[config.mk]
export PLATFORM = sky130hd
export DESIGN_NAME = audio_pwm_output
export DESIGN_NICKNAME = d
export VERILOG_FILES = /design/src/rtl/audio_pkg.sv /design/src/rtl/audio_pwm_core.sv /design/src/rtl/audio_pwm_output.sv
export SDC_FILE = /design/constraint.sdc
export NUM_CORES = 1
export LEC_CHECK = 0
export ABC_CLOCK_PERIOD_IN_PS = 8900
export CORE_ASPECT_RATIO = 0.5
export CORE_MARGIN = 2
export CORE_UTILIZATION = 50
export CTS_BUF_LIST = sky130_fd_sc_hd__clkbuf_16
export CTS_CLUSTER_DIAMETER = 80
export DETAILED_ROUTE_END_ITERATION = 10
export DONT_BUFFER_PORTS = 1
export PLACE_DENSITY = 0.62
export SYNTH_ARGS = -nofsm -noshare
export SYNTH_HDL_FRONTEND = slang
export SYNTH_HIERARCHICAL = 1
export SYNTH_SLANG_ARGS = --single-unit
[constraint.sdc]
create_clock -name CLK -period 8.9 [get_ports CLK]
set_input_delay 0.89 -clock CLK [delete_from_list [all_inputs] [get_ports CLK]]
set_output_delay 0.89 -clock CLK [all_outputs]
set_load 0.05 [all_outputs]
[src/rtl/audio_pkg.sv]
// audio_pkg: shared constants, ramp state encoding and the signed-product to PWM duty mapping
package audio_pkg;
  localparam logic [7:0] SILENCE = 8'd128;
  localparam logic [3:0] GAIN_MAX = 4'd15;
  typedef enum logic [1:0] {OFF, RAMP_UP, PLAY, RAMP_DOWN} ramp_state_t;
  function automatic logic [7:0] duty_of(input logic signed [12:0] p);
    logic signed [12:0] scaled;
    scaled = p >>> 4;
    return scaled[7:0] + SILENCE;
  endfunction
endpackage

[src/rtl/audio_pwm_core.sv]
// audio_pwm_core: free-running 256-clock PWM whose duty only changes at the period boundary
module audio_pwm_core
  import audio_pkg::*;
(
  input  logic       CLK,
  input  logic       RESET_N,
  input  logic [7:0] pending_duty,
  output logic       aud_pwm
);
  logic [7:0] pwm_cnt;
  logic [7:0] duty_reg;
  always_ff @(posedge CLK or negedge RESET_N) begin
    if (!RESET_N) begin
      pwm_cnt  <= '0;
      duty_reg <= SILENCE;
      aud_pwm  <= 1'b0;
    end else begin
      pwm_cnt <= pwm_cnt + 8'd1;
      if (pwm_cnt == 8'hFF) duty_reg <= pending_duty;
      aud_pwm <= pwm_cnt < duty_reg;
    end
  end
endmodule

[src/rtl/audio_pwm_output.sv]
// audio_pwm_output: volume and click-free soft-ramp gain on 8-bit samples, driving the PWM pin and amp enable
module audio_pwm_output
  import audio_pkg::*;
#(
  parameter int CLK_FREQ_HZ       = 100_000_000,
  parameter int RAMP_STEP_SAMPLES = 64
) (
  input  logic       CLK,
  input  logic       RESET_N,
  input  logic [7:0] sample_in,
  input  logic       sample_tick,
  input  logic       enable,
  input  logic [3:0] volume,
  output logic       aud_pwm,
  output logic       aud_sd,
  output logic       active
);
  localparam int SW = $clog2(RAMP_STEP_SAMPLES + 1);
  if (CLK_FREQ_HZ <= 0 || RAMP_STEP_SAMPLES <= 0) begin : g_bad_param
    $error("audio_pwm_output: CLK_FREQ_HZ and RAMP_STEP_SAMPLES must be positive");
  end
  ramp_state_t state, state_nxt;
  logic [3:0] ramp_gain, gain_nxt;
  logic [SW-1:0] step_cnt, step_nxt;
  logic step_done;
  assign step_done = sample_tick && step_cnt == SW'(RAMP_STEP_SAMPLES - 1);
  always_comb begin
    state_nxt = state;
    gain_nxt  = ramp_gain;
    case (state)
      OFF: begin
        gain_nxt = '0;
        if (enable) state_nxt = RAMP_UP;
      end
      RAMP_UP:
        if (!enable) state_nxt = RAMP_DOWN;
        else if (ramp_gain == GAIN_MAX) state_nxt = PLAY;
        else if (step_done) begin
          gain_nxt  = ramp_gain + 4'd1;
          state_nxt = (ramp_gain == GAIN_MAX - 4'd1) ? PLAY : RAMP_UP;
        end
      PLAY: if (!enable) state_nxt = RAMP_DOWN;
      RAMP_DOWN:
        if (enable) state_nxt = RAMP_UP;
        else if (ramp_gain == 4'd0) state_nxt = OFF;
        else if (step_done) begin
          gain_nxt  = ramp_gain - 4'd1;
          state_nxt = (ramp_gain == 4'd1) ? OFF : RAMP_DOWN;
        end
      default: state_nxt = OFF;
    endcase
    step_nxt = (state_nxt != state || step_done) ? '0 :
               (sample_tick && (state == RAMP_UP || state == RAMP_DOWN)) ? step_cnt + SW'(1) : step_cnt;
  end
  always_ff @(posedge CLK or negedge RESET_N) begin
    if (!RESET_N) begin
      state     <= OFF;
      ramp_gain <= '0;
      step_cnt  <= '0;
      aud_sd    <= 1'b0;
      active    <= 1'b0;
    end else begin
      state     <= state_nxt;
      ramp_gain <= gain_nxt;
      step_cnt  <= step_nxt;
      aud_sd    <= state_nxt != OFF;
      active    <= state == PLAY;
    end
  end
  // Gain is taken from the pre-step ramp value so a step on the same tick only affects later samples.
  logic signed [8:0]  cap_s;
  logic [3:0]         cap_g;
  logic               cap_v;
  logic signed [12:0] prod;
  logic               prod_v;
  logic [7:0]         pending_duty;
  always_ff @(posedge CLK or negedge RESET_N) begin
    if (!RESET_N) begin
      cap_s        <= '0;
      cap_g        <= '0;
      cap_v        <= 1'b0;
      prod         <= '0;
      prod_v       <= 1'b0;
      pending_duty <= SILENCE;
    end else begin
      cap_v  <= sample_tick;
      prod_v <= cap_v;
      if (sample_tick) begin
        cap_s <= $signed({1'b0, sample_in}) - 9'sd128;
        cap_g <= (volume < ramp_gain) ? volume : ramp_gain;
      end
      prod <= 13'(cap_s) * 13'($signed({1'b0, cap_g}));
      pending_duty <= (state == OFF) ? SILENCE : prod_v ? duty_of(prod) : pending_duty;
    end
  end
  audio_pwm_core u_core (
    .CLK          (CLK),
    .RESET_N      (RESET_N),
    .pending_duty (pending_duty),
    .aud_pwm      (aud_pwm)
  );
endmodule

Word level (Yosys, flattened, before mapping)
Index checks and enable logic that the tools add are counted.
- register bits: 67
- input bits: 16
- output and inout bits: 3
- add/sub/neg operators: 6
- multipliers: 1
- magnitude comparators: 2
- eq/ne operators: 15
- muxes and demuxes: 23
- reduce and logical (&&, ||, !) cells: 11
- operators with widths (operator ; count):
    $mux 4 ; 7
    $mux 2 ; 10
    $mux 8 ; 2
    $mux 7 ; 2
    $mul 9x5->12 ; 1
    $ne 2x2->1 const B ; 6
    $pmux 4 s3 ; 1
    $sub 8x8->9 const B ; 1
    $add 8x1->8 const B ; 1
    $add 8x8->8 const B ; 1
    $eq 4x4->1 const B ; 2
    $eq 8x8->1 const B ; 1
    $lt 8x8->1 ; 1
    $pmux 2 s4 ; 1
    $add 7x1->7 const B ; 1
    $eq 7x6->1 const B ; 1
    $reduce_and 7->1 ; 1
    $reduce_bool 2->1 ; 3
    $add 4x1->4 const B ; 1
    $eq 2x2->1 const B ; 2
    $eq 4x1->1 const B ; 1
    $logic_not 4->1 ; 1
    $lt 4x4->1 ; 1
    $sub 4x1->4 const B ; 1
    6 further kinds ; 8

Logic depth before layout (Yosys ltp)
Gate-level depths: netlist (run 1).
- word-level depth: 9
- gate-level depth with buffers: 13
- gate-level depth less buffers: 13

Modules after synthesis
Netlist (run 1), hierarchy kept.
- by module, submodules not included (module ; times used ; cells each ; area each (µm²)):
    audio_pwm_output ; 1 ; 311 ; 3111.7
    audio_pwm_core ; 1 ; 69 ; 874.6

Worst setup path before layout (run 1)
Ideal clock, no wire load.
- path type: register -> register
- start point: register cap_g[2]
- end point: register prod[9]
- library setup time: 80 ps
- data arrival time: 3260 ps
- required time: 8820 ps
- path slack: 5561 ps
- cell stages (with the launch flop): 13
- path buffers: 0
- clock period less this slack: 3339 ps
- cells stage by stage: dfrtp_1 and2_1 ha_1 fa_1 inv_1 fa_1 inv_1 ha_1 a21oi_1 o211ai_2 or3_1 a31oi_1 xnor2_1
- word-level cells in the longest chain between the ends: 1
- ends and longest elaborated chain (item ; RTL line ; source):
    from (decl) ; audio_pwm_output.sv:72 ; logic [3:0] cap_g;
    from (signal assigned) ; audio_pwm_output.sv:90 ; cap_g <= (volume < ramp_gain) ? volume : ramp_gain;
    $mul 9x5->12 ; audio_pwm_output.sv:92 ; prod <= 13'(cap_s) * 13'($signed({1'b0, cap_g}));
    to (signal assigned) ; audio_pwm_output.sv:92 ;
    to (decl) ; audio_pwm_output.sv:74 ; logic signed [12:0] prod;
No other way between the ends.
A chain may end at the register's enable or synchronous reset.

Worst setup path after layout (run 1)
Ends and elaborated chain as after synthesis.

==> summary.txt, run 1 <==
Synthesis
  • Dominant combinational cell family by area after synthesis: adder cells
  • Synth Net Count: 447
  • Post-synthesis sequential element count: 62
  • Proportion of synthesized chip area in sequential cells: 39.0%
  • Synth Warn #: 6
  • Share of the synthesized area in compound gates (AO/OA/AOI/OAI): 8.29%
  • Async S/R FF share, synth: 100%
  • Cell types with the largest area share after synthesis: sky130_fd_sc_hd__dfrtp_1 38%, sky130_fd_sc_hd__ha_1 11%, sky130_fd_sc_hd__fa_1 7.5%, sky130_fd_sc_hd__inv_1 4.5%, sky130_fd_sc_hd__and2_1 3.3%
  • Library cell with the largest summed area after synthesis: sky130_fd_sc_hd__dfrtp_1
  • Mux contribution to synthesized area: 7.75%
  • Number of distinct library cells after synthesis: 53
  • Top cells by instance count after synthesis: 60 x sky130_fd_sc_hd__dfrtp_1, 48 x sky130_fd_sc_hd__inv_1, 36 x sky130_fd_sc_hd__ha_1
  • Post-synthesis adder-cell area fraction: 18.8%
  • Syn Area/Cell: 10.5 um2
  • Count of flip-flops with a built-in enable after synthesis: 0
  • Share of the synthesized area in the top cell type: 37.7%
  • Xor-xnor portion of the synthesized cell area: 5.27%
  • Simple-gate area share of the yosys netlist: 15.2%
  • Synth Cell Area: 3990 um2
  • Main synth FF type: sky130_fd_sc_hd__dfrtp_1
  • Leading cell type by number of instances after synthesis: sky130_fd_sc_hd__dfrtp_1
  • Cell count after synthesis: 380

Final layout
  • Number of antenna cells inserted: 0
  • # fillers: 678
  • Fraction of layout instances using a drive strength above 1: 11.3%
  • Final instance count without filler cells: 496
  • Final net count: 450
  • Final design area excluding fillers: 4340 um2
  • Area growth from synthesis to layout: 8.76%

STA
  • Post-route worst hold slack: 0.252 ns
  • Relative max-transition margin: 62.7%
  • Setup repair after global routing missed its margin: no
  • Tightest Pin Transition: 0.553 ns
  • Maximum clock skew at final layout: 0.00827 ns
  • Total negative slack: 0 ns
  • Count of endpoints failing setup in the final report: 0
  • Hold violation count in the final report: 0
  • Final clock period utilization by the worst path: 39.6%
  • Time the worst path needs with I/O delays and setup: 3.52 ns
  • Max Freq: 284 MHz
  • Final Slew Violations: 0

Clock network
  • TritonCTS Sinks: 62
  • H-Tree Level Count: 3
  • Clock Pin Slew Worst Setup and Hold Paths: 0.05 ns
  • Cell chosen for the clock root: sky130_fd_sc_hd__clkbuf_16
  • Clock latency on the worst-skew pair: 0.33 ns
  • Cts hold-fix bufs: 0
  • Number of gates resized after cts: 0
  • Buffer levels on the longest clock path: 2
  • Number of CTS-inserted buffers: 9
  • TritonCTS clock tree: built
  • Post-CTS repair timing setup buffer count: 0

Global routing
  • Initial antenna violation count: 0
  • Wire length of the first global-routing pass: 12.6 mm
  • Via count of the first global-routing pass: 2639
  • Aggregate global routing overflow: 0
  • GRT Resource Usage Total: 19.0%
  • Maximum number of pins on one net before global-route repair: 63

Floorplan
  • Height of the die: 67.1 um
  • Number of I/O pins: 19
  • Standard-cell row count: 22
  • Initial core utilization: 53.0%
  • Horizontal die dimension: 130 um
  • Floorplan die area: 8750 um2
  • Core Area: 7510 um2

Critical path
  • Category of the most critical setup path: reg2reg
  • Data required time at the worst endpoint: 9.15 ns
  • Setup crit start: cap_g[2]$_DFFE_PN0P_
  • Delay of the slowest cell on the worst path: 0.53 ns
  • R2R setup slack: 5.38 ns
  • Slowest stage cell, crit path: sky130_fd_sc_hd__fa_1
  • Arrival @ worst endpoint: 3.77 ns
  • Launch instance of the worst register-to-register path: cap_g[2]$_DFFE_PN0P_
  • Worst r2r dst: prod[9]$_DFF_PN0_
  • Startpoint Class: flip-flop
  • List of cells traversed by the critical path: and2_1 > ha_1 > fa_1 > inv_1 > fa_1 > inv_1 > ha_1 > a21oi_1 > o211ai_2 > or3_1 > a31oi_1 > xnor2_1
  • Depth of the most critical reg-to-reg path: 12
  • Crit. End Element: flip-flop
  • Crit-path max FO: 9

Placed design
  • HPWL Detailed: 5.39 mm
  • Count of buffers inserted at the top-level ports: 0
  • Placer congestion estimate: 0.883
  • Post-Place Cell Area: 4080 um2
  • Count of placed standard cells including taps: 480

Worst hold path
  • Class of the tightest hold or removal check: in2async

Drt
  • Average vias per placed instance: 5.18
  • Detailed-route wire length: 7.06 mm
  • Detailed-router iteration count before antenna repair: 4
  • Iteration-0 DRC Markers: 144
  • Average wire length per cell after detail routing: 14.2 um
  • Antenna-violating nets left: 0
  • Routed via count: 2567
  • DR DRC count: 0

Power and ir drop
  • Cell area power density: 235 nW/um2
  • Peak VDD IR: 106 uV
  • Leakage power total: 2.09 nW

Flow run
  • Maximum capacitance violations: 0

Status
  • Outcome: finished, final reports clean
worst max path at each step:
stage                                   end  slack (ns)  cells past startpoint
after global routing      prod[9]$_DFF_PN0_        5.18                     12
after floorplan           prod[9]$_DFF_PN0_        5.56                     12
after detailed placement  prod[9]$_DFF_PN0_        5.39                     12
after CTS                 prod[9]$_DFF_PN0_        5.37                     12
final                     prod[9]$_DFF_PN0_        5.38                     12
after global placement    prod[9]$_DFF_PN0_        5.45                     12
layer usage:
layer,track usage (%),routed length (um),vias up
met2,29.1,3110,40
met1,25.6,3540,1249
met3,7.77,355,6
met4,4.44,55,0
li1,-,-,1272
met5,0,0,-
where the power goes:
group | switching [mW] | total, mW | leakage [nW] | internal [mW]
logic | 0.173 | 0.315 | 1.19 | 0.141
registers | 0.0636 | 0.402 | 0.775 | 0.338
clock network | 0.120 | 0.303 | 0.129 | 0.183
total | 0.357 | 1.02 | 2.09 | 0.663
area by class of cell:
| cell class | instances | area [um2] | share of cell area, % |
|---|---|---|---|
| Tap cell | 108 | 135 | 3.12 |
| Inverter | 48 | 180 | 4.16 |
| Multi-Input combinational cell | 262 | 2210 | 50.9 |
| Sequential cell | 62 | 1550 | 35.8 |
| Clock inverter | 7 | 35.0 | 0.808 |
| Clock buffer | 9 | 225 | 5.19 |
kinds of logic (layout without fill, tap and decap cells):
family                   count (synthesis)  in the layout
AND/OR/NAND/NOR                        110            110
buffers and inverters                   56             64
XOR/XNOR                                24             24
multiplexers                            26             26
adder cells (fa/ha/maj)                 51             51
AO/OA/AOI/OAI                           51             51
flip-flops                              62             62
stage by stage:
| step | util (%) | setup slack [ns] | total power, mW |
|---|---|---|---|
| floorplan | - | 5.56 | 0.653 |
| global placement | 54.2 | 5.45 | 0.705 |
| detailed placement | 54.2 | 5.39 | 0.721 |
| CTS | 57.7 | 5.37 | 1.03 |
| global route | 57.7 | 5.18 | 1.10 |
| finish | 57.7 | 5.38 | 1.02 |
worst max-delay path, delay by kind of cell, from the launching register on:
family | cells | cell delay, ns
adders and majority gates | 4 | 1.70
AOI/OAI and AO/OA | 3 | 0.54
and+or+nand+nor | 2 | 0.51
xor gates and xnor gates | 1 | 0.14
DFF | 1 | 0.45
buffers and inverters | 2 | 0.09
cell usage in the layout, fill, tap and decap left out, drive strengths merged, types with 13 or more instances in the layout:
cell type / n
a21oi: 20
and2: 21
dfrtp: 60
fa: 15
ha: 36
inv: 50
mux2: 15
nand2: 22
nand3: 13
nor2: 28
o21ai: 14
xor2: 13
No activity file was read; power rests on OpenSTA's default activity.
==> run 2, diff against run 1 <==
Settings changed: ABC_CLOCK_PERIOD_IN_PS 8900 to 3450.
Clock period 8.9 ns to 3.45 ns, I/O delays scaled along.
==> run 2 against run 1 <==
Clock power increased to 3.1 times the previous value. Worst hold slack got worse by 0.20 ns. Cell area increased by 6.1%. Cell count increased by 3.2%. Critical path depth unchanged. Setup slack got worse by 5.2 ns.
==> summary.txt, run 2 (synthesized netlist as in run 1, its figures left out) <==
Placed design
  • Count of placed standard cells including taps: 484
  • HPWL Detailed: 5.24 mm
  • Placer congestion estimate: 0.876
  • Post-Place Cell Area: 4110 um2
  • Post-placement setup slack: -0.00240 ns
  • Count of buffers inserted at the top-level ports: 0

Final layout
  • Sequential standard cell area: 1560 um2
  • Fraction of layout instances using a drive strength above 1: 17.6%
  • Final instance count without filler cells: 512
  • Most common cell after layout, fill and taps aside: sky130_fd_sc_hd__dfrtp_1
  • Area growth from synthesis to layout: 15.4%
  • Commonest cells after routing, fill and taps aside: 58 x sky130_fd_sc_hd__dfrtp_1, 49 x sky130_fd_sc_hd__inv_1, 31 x sky130_fd_sc_hd__ha_1
  • # fillers: 642
  • Multi-input gate area in the final layout: 2270 um2
  • Number of antenna cells inserted: 0
  • Final net count: 466
  • Final design area excluding fillers: 4600 um2

Worst hold path
  • Class of the tightest hold or removal check: in2reg
  • Startpoint of the worst hold path: sample_tick

Critical path
  • Category of the most critical setup path: reg2reg
  • Slowest stage cell, crit path: sky130_fd_sc_hd__fa_1
  • WP buf/inv: 2
  • Crit-path max FO: 7
  • Delay of the slowest cell on the worst path: 0.53 ns
  • Setup crit start: cap_g[2]$_DFFE_PN0P_
  • R2R setup slack: 0.14 ns
  • Critical path's top delay family: adder cells
  • Crit. End Element: flip-flop
  • Arrival @ worst endpoint: 3.55 ns
  • List of cells traversed by the critical path: and2_1 > ha_1 > fa_1 > inv_1 > fa_1 > inv_1 > ha_4 > a21oi_2 > o211ai_2 > or3_1 > a31oi_1 > xnor2_1
  • Launch instance of the worst register-to-register path: cap_g[2]$_DFFE_PN0P_
  • Startpoint Class: flip-flop
  • Data required time at the worst endpoint: 3.69 ns

Drt
  • M1 wire length: 3.66 mm
  • Average wire length per cell after detail routing: 14.1 um
  • Average vias per placed instance: 5.06
  • Top metal layer carrying routed signals: met4
  • Detailed-router iteration count before antenna repair: 4
  • DR DRC count: 0
  • Routed via count: 2593
  • Antenna-violating nets left: 0
  • Detailed-route wire length: 7.21 mm
  • Iteration-0 DRC Markers: 119
  • Routed met3 length: 239 um
  • Routed met2 length: 3.23 mm

Global routing
  • Aggregate global routing overflow: 0
  • GRT Resource Usage Total: 18.4%
  • Initial antenna violation count: 0
  • Maximum number of pins on one net before global-route repair: 63
  • Via count of the first global-routing pass: 2577
  • Wire length of the first global-routing pass: 12.3 mm

Floorplan
  • Number of I/O pins: 19
  • Initial core utilization: 53.0%
  • Height of the die: 67.1 um
  • Core Area: 7510 um2
  • Floorplan die area: 8750 um2
  • Horizontal die dimension: 130 um
  • Standard-cell row count: 22

Power and ir drop
  • Leakage power total: 2.19 nW
  • Switching Power: 0.967 mW
  • Clk network pwr share: 31.9%
  • Fraction of power consumed by sequential logic: 35.3%
  • Int Pwr: 1.96 mW
  • Cell area power density: 636 nW/um2
  • Switching share of power: 33.1%
  • Peak VDD IR: 321 uV
  • Logic gate share of total power: 32.9%

Clock network
  • Number of CTS-inserted buffers: 9
  • Clock Pin Slew Worst Setup and Hold Paths: 0.05 ns
  • Clock latency on the worst-skew pair: 0.33 ns
  • Buffer levels on the longest clock path: 2
  • H-Tree Level Count: 3
  • Cell chosen for the clock root: sky130_fd_sc_hd__clkbuf_16
  • TritonCTS Sinks: 62
  • TritonCTS clock tree: built

STA
  • Time the worst path needs with I/O delays and setup: 3.31 ns
  • Hold violation count in the final report: 0
  • Max Freq: 302 MHz
  • Maximum clock skew at final layout: 0.00923 ns
  • Relative max-transition margin: 65.0%
  • Tightest Pin Transition: 0.519 ns
  • Post-route worst hold slack: 0.0544 ns
  • Final Slew Violations: 0
  • Setup slack of the critical path after layout: 0.136 ns
  • Count of endpoints failing setup in the final report: 0
  • Final clock period utilization by the worst path: 96.0%

Flow run
  • Maximum capacitance violations: 0

Status
  • Outcome: finished, final reports clean
==> run 2: worst paths after layout <==
path / endpoint / depth (start not counted)
setup / recovery: prod[9]$_DFF_PN0_ / 12
min in group asynchronous: u_core/aud_pwm$_DFF_PN0_ / 2
setup reg to reg: prod[9]$_DFF_PN0_ / 12
max in group asynchronous: pending_duty[7]$_DFFE_PN1P_ / 2
hold reg to reg: prod_v$_DFF_PN0_ / 0
hold / removal: cap_v$_DFF_PN0_ / 0
==> run 2: per-layer routing <==
metal	vias up	GRT usage [%]
met5	-	0
met2	30	28.1
met1	1250	25.3
met3	9	5.71
met4	0	5.65
li1	1304	-
==> run 2: area by class of cell <==
| class | instances | area share, % |
|---|---|---|
| clock buffer | 9 | 4.90 |
| clock inverter | 7 | 1.80 |
| inverter | 48 | 3.92 |
| multi-input combinational | 262 | 49.4 |
| sequential | 62 | 33.8 |
| tap | 108 | 2.94 |
| timing repair buffer | 16 | 3.18 |
==> run 2: power by group through the flow <==
stage                     registers [mW]  logic [mW]  clock network, mW
after floorplan                    0.970       0.714                  0
after global placement              1.04       0.801                  0
after detailed placement            1.05       0.828                  0
after CTS                           1.03       0.854              0.955
after global routing                1.05        1.10              0.988
final                               1.03       0.961              0.931
==> run 2: metrics by stage <==
step           TNS (ns)  total power [mW]  util (%)
2_1_floorplan         0              1.68         -
3_3_place_gp          0              1.84      54.6
3_5_place_dp   -0.00240              1.87      54.6
4_1_cts               0              2.84      59.2
5_1_grt         -0.0625              3.14      61.2
6_report              0              2.92      61.2
==> run 2: worst register-to-register path, delay by kind of cell (launching register included) <==
| family | cells | cell delay [ns] |
|---|---|---|
| AO/OA/AOI/OAI | 3 | 0.46 |
| XOR/XNOR | 1 | 0.14 |
| adder cells (fa/ha/maj) | 4 | 1.62 |
| buffers and inverters | 2 | 0.11 |
| flip-flops | 1 | 0.43 |
| AND/OR/NAND/NOR | 2 | 0.47 |
==> run 2: timing repair <==
item,CTS,global route
setup endpoints to repair,1,3
pin swaps,1,12
setup buffers,0,10
hold buffers,2,0
resized for setup,1,16
endpoints found under the hold margin,62,0
